$ cat config.mk
export PLATFORM = sky130hd
export DESIGN_NAME = instr_encoder
export DESIGN_NICKNAME = d
export VERILOG_FILES = /design/src/rtl/instr_encoder_pkg.sv /design/src/rtl/instr_encoder_fifo.sv /design/src/rtl/instr_encoder.sv
export SDC_FILE = /design/constraint.sdc
export NUM_CORES = 1
export LEC_CHECK = 0
export CAP_MARGIN = 20
export CORE_MARGIN = 8
export CORE_UTILIZATION = 35
export CTS_CLUSTER_SIZE = 30
export DETAILED_ROUTE_END_ITERATION = 16
export PLACE_DENSITY = 0.56
export SYNTH_ARGS = -nofsm -noshare
export SYNTH_HDL_FRONTEND = slang
export SYNTH_HIERARCHICAL = 1
export SYNTH_SLANG_ARGS = --single-unit
$ cat constraint.sdc
create_clock -name clk_i -period 4.05 [get_ports clk_i]
set_input_delay 0.81 -clock clk_i [delete_from_list [all_inputs] [get_ports clk_i]]
set_output_delay 0.81 -clock clk_i [all_outputs]
set_load 0.05 [all_outputs]
$ cat src/rtl/instr_encoder_pkg.sv
// instr_encoder_pkg: opcode/funct constants, occupancy states and the R/I-type encoder shared by instr_encoder
package instr_encoder_pkg;
  typedef enum logic [2:0] {OP_ADD, OP_SUB, OP_AND, OP_OR, OP_MUL, OP_ADDI} op_e;
  typedef enum logic [1:0] {ST_EMPTY, ST_PARTIAL, ST_FULL} occ_e;
  localparam logic [6:0] OPC_REG = 7'b0110011;
  localparam logic [6:0] OPC_IMM = 7'b0010011;
  localparam logic [6:0] F7_BASE = 7'b0000000;
  localparam logic [6:0] F7_SUB = 7'b0100000;
  localparam logic [6:0] F7_MUL = 7'b0000001;
  localparam logic [2:0] F3_ADD = 3'b000;
  localparam logic [2:0] F3_AND = 3'b111;
  localparam logic [2:0] F3_OR = 3'b110;
  localparam logic [31:0] INSTR_NOP = 32'h0000_0013;
  function automatic logic is_illegal(input logic [2:0] op);
    return op > OP_ADDI;
  endfunction
  // Illegal selects fall back to the canonical NOP (ADDI x0,x0,0)
  function automatic logic [31:0] enc_instr(input logic [2:0] op, input logic [4:0] rd, input logic [4:0] rs1,
                                            input logic [4:0] rs2, input logic [11:0] imm);
    logic [6:0] f7;
    logic [2:0] f3;
    f7 = op == OP_SUB ? F7_SUB : op == OP_MUL ? F7_MUL : F7_BASE;
    f3 = op == OP_AND ? F3_AND : op == OP_OR ? F3_OR : F3_ADD;
    return is_illegal(op) ? INSTR_NOP : op == OP_ADDI ? {imm, rs1, F3_ADD, rd, OPC_IMM} : {f7, rs2, rs1, f3, rd, OPC_REG};
  endfunction
endpackage

$ cat src/rtl/instr_encoder_fifo.sv
// instr_encoder_fifo: DEPTH x 32 word FIFO with EMPTY/PARTIAL/FULL occupancy FSM
//   clk_i, rst_i (async, active-high)
//   push_i/data_i  write side; caller guarantees !full_o
//   pop_i/data_o   read side; caller guarantees !empty_o; data_o is the head word
//   full_o, empty_o occupancy flags, registered
module instr_encoder_fifo import instr_encoder_pkg::*; #(
  parameter int DEPTH = 4
) (
  input  logic        clk_i,
  input  logic        rst_i,
  input  logic        push_i,
  input  logic        pop_i,
  input  logic [31:0] data_i,
  output logic [31:0] data_o,
  output logic        full_o,
  output logic        empty_o
);
  localparam int PW = $clog2(DEPTH);
  logic [31:0] r_mem [DEPTH];
  logic [PW-1:0] r_wr, r_rd;
  occ_e r_state;
  assign full_o = r_state == ST_FULL;
  assign empty_o = r_state == ST_EMPTY;
  assign data_o = r_mem[r_rd];
  // Pointers wrap naturally at DEPTH (power of 2); equal pointers are disambiguated by the state
  always_ff @(posedge clk_i or posedge rst_i)
    if (rst_i) begin
      r_wr <= '0;
      r_rd <= '0;
      r_state <= ST_EMPTY;
    end else begin
      if (push_i) r_wr <= r_wr + 1'b1;
      if (pop_i) r_rd <= r_rd + 1'b1;
      if (push_i && !pop_i) r_state <= PW'(r_wr + 1'b1) == r_rd ? ST_FULL : ST_PARTIAL;
      else if (pop_i && !push_i) r_state <= PW'(r_rd + 1'b1) == r_wr ? ST_EMPTY : ST_PARTIAL;
    end
  always_ff @(posedge clk_i)
    if (push_i) r_mem[r_wr] <= data_i;
endmodule

$ cat src/rtl/instr_encoder.sv
// instr_encoder: packs ALU-op requests into RV32 R/I-type words and streams them with byte addresses
//   clk_i, rst_i (async, active-high)
//   in_valid_i/in_ready_o, op_sel_i, rd_i, rs1_i, rs2_i, imm_i   request side
//   out_valid_o/out_ready_i, instr_o, addr_o                     instruction-memory write side
//   count_o  words delivered since reset; err_o illegal-op pulse
//   INSTR_ENC_ILLEGAL_CHK_EN: drop illegal op_sel and pulse err_o; otherwise push NOP, err_o=0
module instr_encoder import instr_encoder_pkg::*; #(
  parameter int DEPTH = 4,
  parameter int ADDR_W = 32
) (
  input  logic              clk_i,
  input  logic              rst_i,
  input  logic              in_valid_i,
  output logic              in_ready_o,
  input  logic [2:0]        op_sel_i,
  input  logic [4:0]        rd_i,
  input  logic [4:0]        rs1_i,
  input  logic [4:0]        rs2_i,
  input  logic [11:0]       imm_i,
  output logic              out_valid_o,
  input  logic              out_ready_i,
  output logic [31:0]       instr_o,
  output logic [ADDR_W-1:0] addr_o,
  output logic [ADDR_W-1:0] count_o,
  output logic              err_o
);
  logic w_push, w_pop, w_full, w_empty;
  logic [31:0] w_word, w_head, r_last;
  logic [ADDR_W-1:0] r_addr, r_count;
  assign w_word = enc_instr(op_sel_i, rd_i, rs1_i, rs2_i, imm_i);
  assign in_ready_o = !w_full;
  assign out_valid_o = !w_empty;
  assign w_pop = out_valid_o & out_ready_i;
  // When drained, present the last delivered word rather than stale storage
  assign instr_o = w_empty ? r_last : w_head;
  assign addr_o = r_addr;
  assign count_o = r_count;
`ifdef INSTR_ENC_ILLEGAL_CHK_EN
  logic r_err;
  assign w_push = in_valid_i & in_ready_o & !is_illegal(op_sel_i);
  assign err_o = r_err;
  always_ff @(posedge clk_i or posedge rst_i)
    if (rst_i) r_err <= 1'b0;
    else r_err <= in_valid_i & in_ready_o & is_illegal(op_sel_i);
`else
  assign w_push = in_valid_i & in_ready_o;
  assign err_o = 1'b0;
`endif
  instr_encoder_fifo #(.DEPTH(DEPTH)) u_fifo (
    .clk_i  (clk_i),
    .rst_i  (rst_i),
    .push_i (w_push),
    .pop_i  (w_pop),
    .data_i (w_word),
    .data_o (w_head),
    .full_o (w_full),
    .empty_o(w_empty)
  );
  always_ff @(posedge clk_i or posedge rst_i)
    if (rst_i) begin
      r_last <= '0;
      r_addr <= '0;
      r_count <= '0;
    end else if (w_pop) begin
      r_last <= w_head;
      r_addr <= r_addr + ADDR_W'(4);
      r_count <= r_count + 1'b1;
    end
endmodule
==> results.txt <==
The netlist uses 46 different library cells. The number of global-route vias before repair is 6121. Static timing analysis puts the maximum clock frequency at 264.3 MHz. The floorplan die area is 33510 um2. The setup violation total in the final timing report came out at 0.

The share of synthesized flip-flops with an asynchronous set or reset came out at 43.86%. The flip-flop cell with the highest count after synthesis is sky130_fd_sc_hd__edfxtp_1. The destination of the worst register-to-register timing path is u_fifo/r_mem[3][3]. The count of yosys warnings during synthesis is 6. Leaving out fill and tap cells, the most frequent cells in the layout are sky130_fd_sc_hd__clkdlybuf4s50_1, sky130_fd_sc_hd__edfxtp_1, sky130_fd_sc_hd__nand2_1, sky130_fd_sc_hd__dfrtp_1, sky130_fd_sc_hd__xnor2_1.

The run finished with clean final reports. Across all register-to-register paths, the minimum setup slack is about 1.8 ns. The insertion delay of the later-clocked pin in the worst-skew pair is 0.52 ns. The detail route stage leaves a number of antenna-violating nets equal to 0. The H-tree depth came out at 1.

The critical-path maximum fanout came out at 13. The number of hold-slack violations in the final timing report was 0. The first global-routing pass estimated about 34 mm of wire.

The post-route DRC violation count is 0. The worst stage delay on the critical path came out at 0.70 ns. The cell type group with the largest total delay on the critical path is buffers and inverters. At the end of routability-driven placement, the weighted congestion stood at 0.7550. The quantity of hold-fixing buffers added after cts came out at 0. The number of antenna violations at the first check in global routing is 0. The minimum period implied by the final worst setup slack came out at 3.784 ns. The startpoint identified for the worst register-to-register timing path is u_fifo/r_state[1].

The power density normalized to cell area came out at 755.3 nW/um2. IR analysis of the VDD net gives a maximum drop of 0.5032 mV. STA classifies the critical path endpoint as a primary output. The critical path goes through buf_4, mux4_2, mux2_2, clkdlybuf4s50_1. The worst hold path was traced through 2 stages. The clock slew at the register clock pins of the worst setup and hold paths is 0.06 ns. Measured along the x axis, the die boundary spans 183.1 um.

The final routed wire length divided by cell count is ~17 um. The clock passes through at most 3 buffers. The type of the worst setup path is reg -> out.

In this run the count of I/O pins placed on the die edge is 133. For the pin with the worst max-slew slack, the measured transition is slightly below 1 ns. The area overhead of the layout relative to synthesis is 27.30%. The number of vias in the routed layout is 5688. The mean area per synthesized cell came out at between 10 and 15 um2.

The total routing resource utilization after global routing is 12.83%. The worst hold path terminates at r_last[4]. Counting tap cells, the placed design contains a total of roughly 1200 instances.

For this configuration, the core starts out at a cell density of 35.35%. The sequential share of the synthesized area came out at 64.97%. The repair_antennas step left the layout with diodes totalling 0.

The number of gates resized after CTS was 0. The tree is rooted in a sky130_fd_sc_hd__clkbuf_16. The worst hold path belongs to the class reg -> reg. During placement, the flow inserted port buffers numbering 129. After technology mapping, the gate count stands at 673. The count of cell instances traversed by the critical path is 4. The routed wire length is between 20 and 25 mm.

The max-capacitance violation count came out at 0. The final max-slew violation count came out at 0. For this design the static power due to leakage is 4.742 nW. The number of rows created at floorplan came out at 61. The design draws 9.391 mW. The largest net degree at the start of global routing came out at 41. For the worst setup path, the data required time is between 3 and 4 ns. The worst hold path begins at r_last[4].

The layout has approximately 2500 filler cells. The cell depth of the worst flop-to-flop path came out at 4. The sink count of the clock tree came out at 228.

On the critical path, the stage with the largest delay is an instance of sky130_fd_sc_hd__clkdlybuf4s50_1. The data arrival at the endpoint of the critical path came out at 2.97 ns. The number of standard cells in the final layout excluding fillers is 1236. The most common cell after layout, fill and taps aside is sky130_fd_sc_hd__clkdlybuf4s50_1. The critical path buffer and inverter count is 2. The number of detailed-route iterations in the first pass came out at 4. Using the TritonRoute via totals, the vias-per-cell ratio works out to 4.602. Setup slack closes at 0.2661 ns.

Detailed placement ended at an HPWL of 14.40 mm. The final critical path takes up 93.43% of the cycle. The count of flip-flops with a built-in enable after synthesis is roughly 130.

In the final layout, the share of cells above drive strength 1 is 16.43%. Setup repair after global routing left no endpoint under its margin. The area inside the core boundary is 27630 um2. The total standard cell area after synthesis is 9768 um2. After clock tree synthesis, the setup repair step added 0 buffers. Across the routed clock network, the largest skew measured is between 0.01 and 0.015 ns.

The total negative slack came out at 0 ns. Headroom to the max-slew limit came out at roughly 33%. The worst setup path is launched from a flop. The worst slack after detailed placement is 0.7514 ns. The number of synthesized register bits came out at 228. Buffers inserted during clock tree synthesis total 25. The TritonCTS clock tree is built.

The y dimension of the die is 183.1 um. The total grt overflow came out at 0. The final standard cell utilization of the core is 45.01%. The final-stage net count came out at 880. The initial DRC count is between 200 and 300.
## kinds of logic after synthesis
| family | after synthesis | share of synthesized area [%] |
|---|---|---|
| fa+ha+maj | 7 | 0.8966 |
| compound gates | 3 | 0.2433 |
| mux | 70 | 11.84 |
| buf+inv | 39 | 2.485 |
| flops | 228 | 64.97 |
| other cells | 2 | 0.07688 |
| xor+xnor | 65 | 5.905 |
| simple gates | 259 | 13.59 |
## metal layers
layer / GRT usage (%) / wire length (um)
met5: 0 / 0
met4: 2.700 / 354
met3: 2.889 / 1246
met2: 22.11 / 10460
met1: 16.34 / 9516
## final cells by class
cell class | count | area (um2) | share of cell area, %
sequential | 228 | 6349 | 51.06
clock inverter | 11 | 97.59 | 0.7849
multi-input combinational | 431 | 3286 | 26.42
timing repair buffer | 143 | 1446 | 11.63
inverter | 10 | 40.04 | 0.3220
tap | 378 | 473.0 | 3.804
clock buffer | 35 | 743.2 | 5.977
## synthesized netlist by cell type (all sizes together) (2+ instances only)
library cell / n / area (um2)
and2: 23 / 143.9
and3: 7 / 43.79
and4: 3 / 26.28
buf: 24 / 186.4
clkbuf: 5 / 18.77
conb: 2 / 7.510
dfrtp: 100 / 2502
edfxtp: 128 / 3844
ha: 7 / 87.58
inv: 10 / 37.54
mux2: 32 / 360.4
mux2i: 6 / 60.06
mux4: 32 / 735.7
nand2: 127 / 476.7
nand2b: 2 / 20.02
nand3: 27 / 140.1
nand4: 27 / 175.2
nor2: 15 / 58.81
nor2b: 8 / 50.05
nor3: 7 / 56.31
nor3b: 2 / 15.01
nor4: 6 / 71.32
xnor2: 57 / 506.7
xor2: 8 / 70.07
## how the worst max path moves through the flow
stage | from | end | slack [ns]
final | u_fifo/r_rd[0] | instr_o[12] | 0.27
after detailed placement | u_fifo/r_rd[0] | instr_o[31] | 0.75
after CTS | u_fifo/r_rd[0] | instr_o[31] | 0.18
after global placement | u_fifo/r_rd[0] | instr_o[31] | 0.75
after global routing | u_fifo/r_rd[0] | instr_o[31] | 0.09
after floorplan | rst_i | addr_o[10] | 0.79
## through the flow
| stage | hold slack (ns) | instance area (um2) |
|---|---|---|
| floorplan | 0.4401 | 9862 |
| global placement | 0.4520 | 11590 |
| detailed placement | 0.4567 | 11590 |
| CTS | 0.4720 | 12430 |
| global route | 0.4885 | 12430 |
| finish | 0.4679 | 12430 |
## report_power, final
group / leakage (nW) / total (mW) / internal, mW / switching (mW)
Sequential: 2.48 / 3.34 / 3.00 / 0.342
Clock: 0.423 / 2.26 / 1.35 / 0.914
Combinational: 1.84 / 3.78 / 1.46 / 2.32
## worst reg2reg max path: stages (launching register included)
cell                      delay [ns]
sky130_fd_sc_hd__dfrtp_1        0.41
sky130_fd_sc_hd__nor2b_1        0.17
sky130_fd_sc_hd__nor2b_1        0.48
sky130_fd_sc_hd__and2_2         0.43
sky130_fd_sc_hd__buf_4          0.44
## sequential cells by signal (all words and copies together) (netlist names)
| signal | flops |
|---|---|
| r_last | 32 |
| u_fifo/r_state | 2 |
| u_fifo/r_rd | 2 |
| addr_o | 30 |
| count_o | 32 |
| u_fifo/r_mem | 128 |
| u_fifo/r_wr | 2 |
Power figures use the tool's default switching activity.
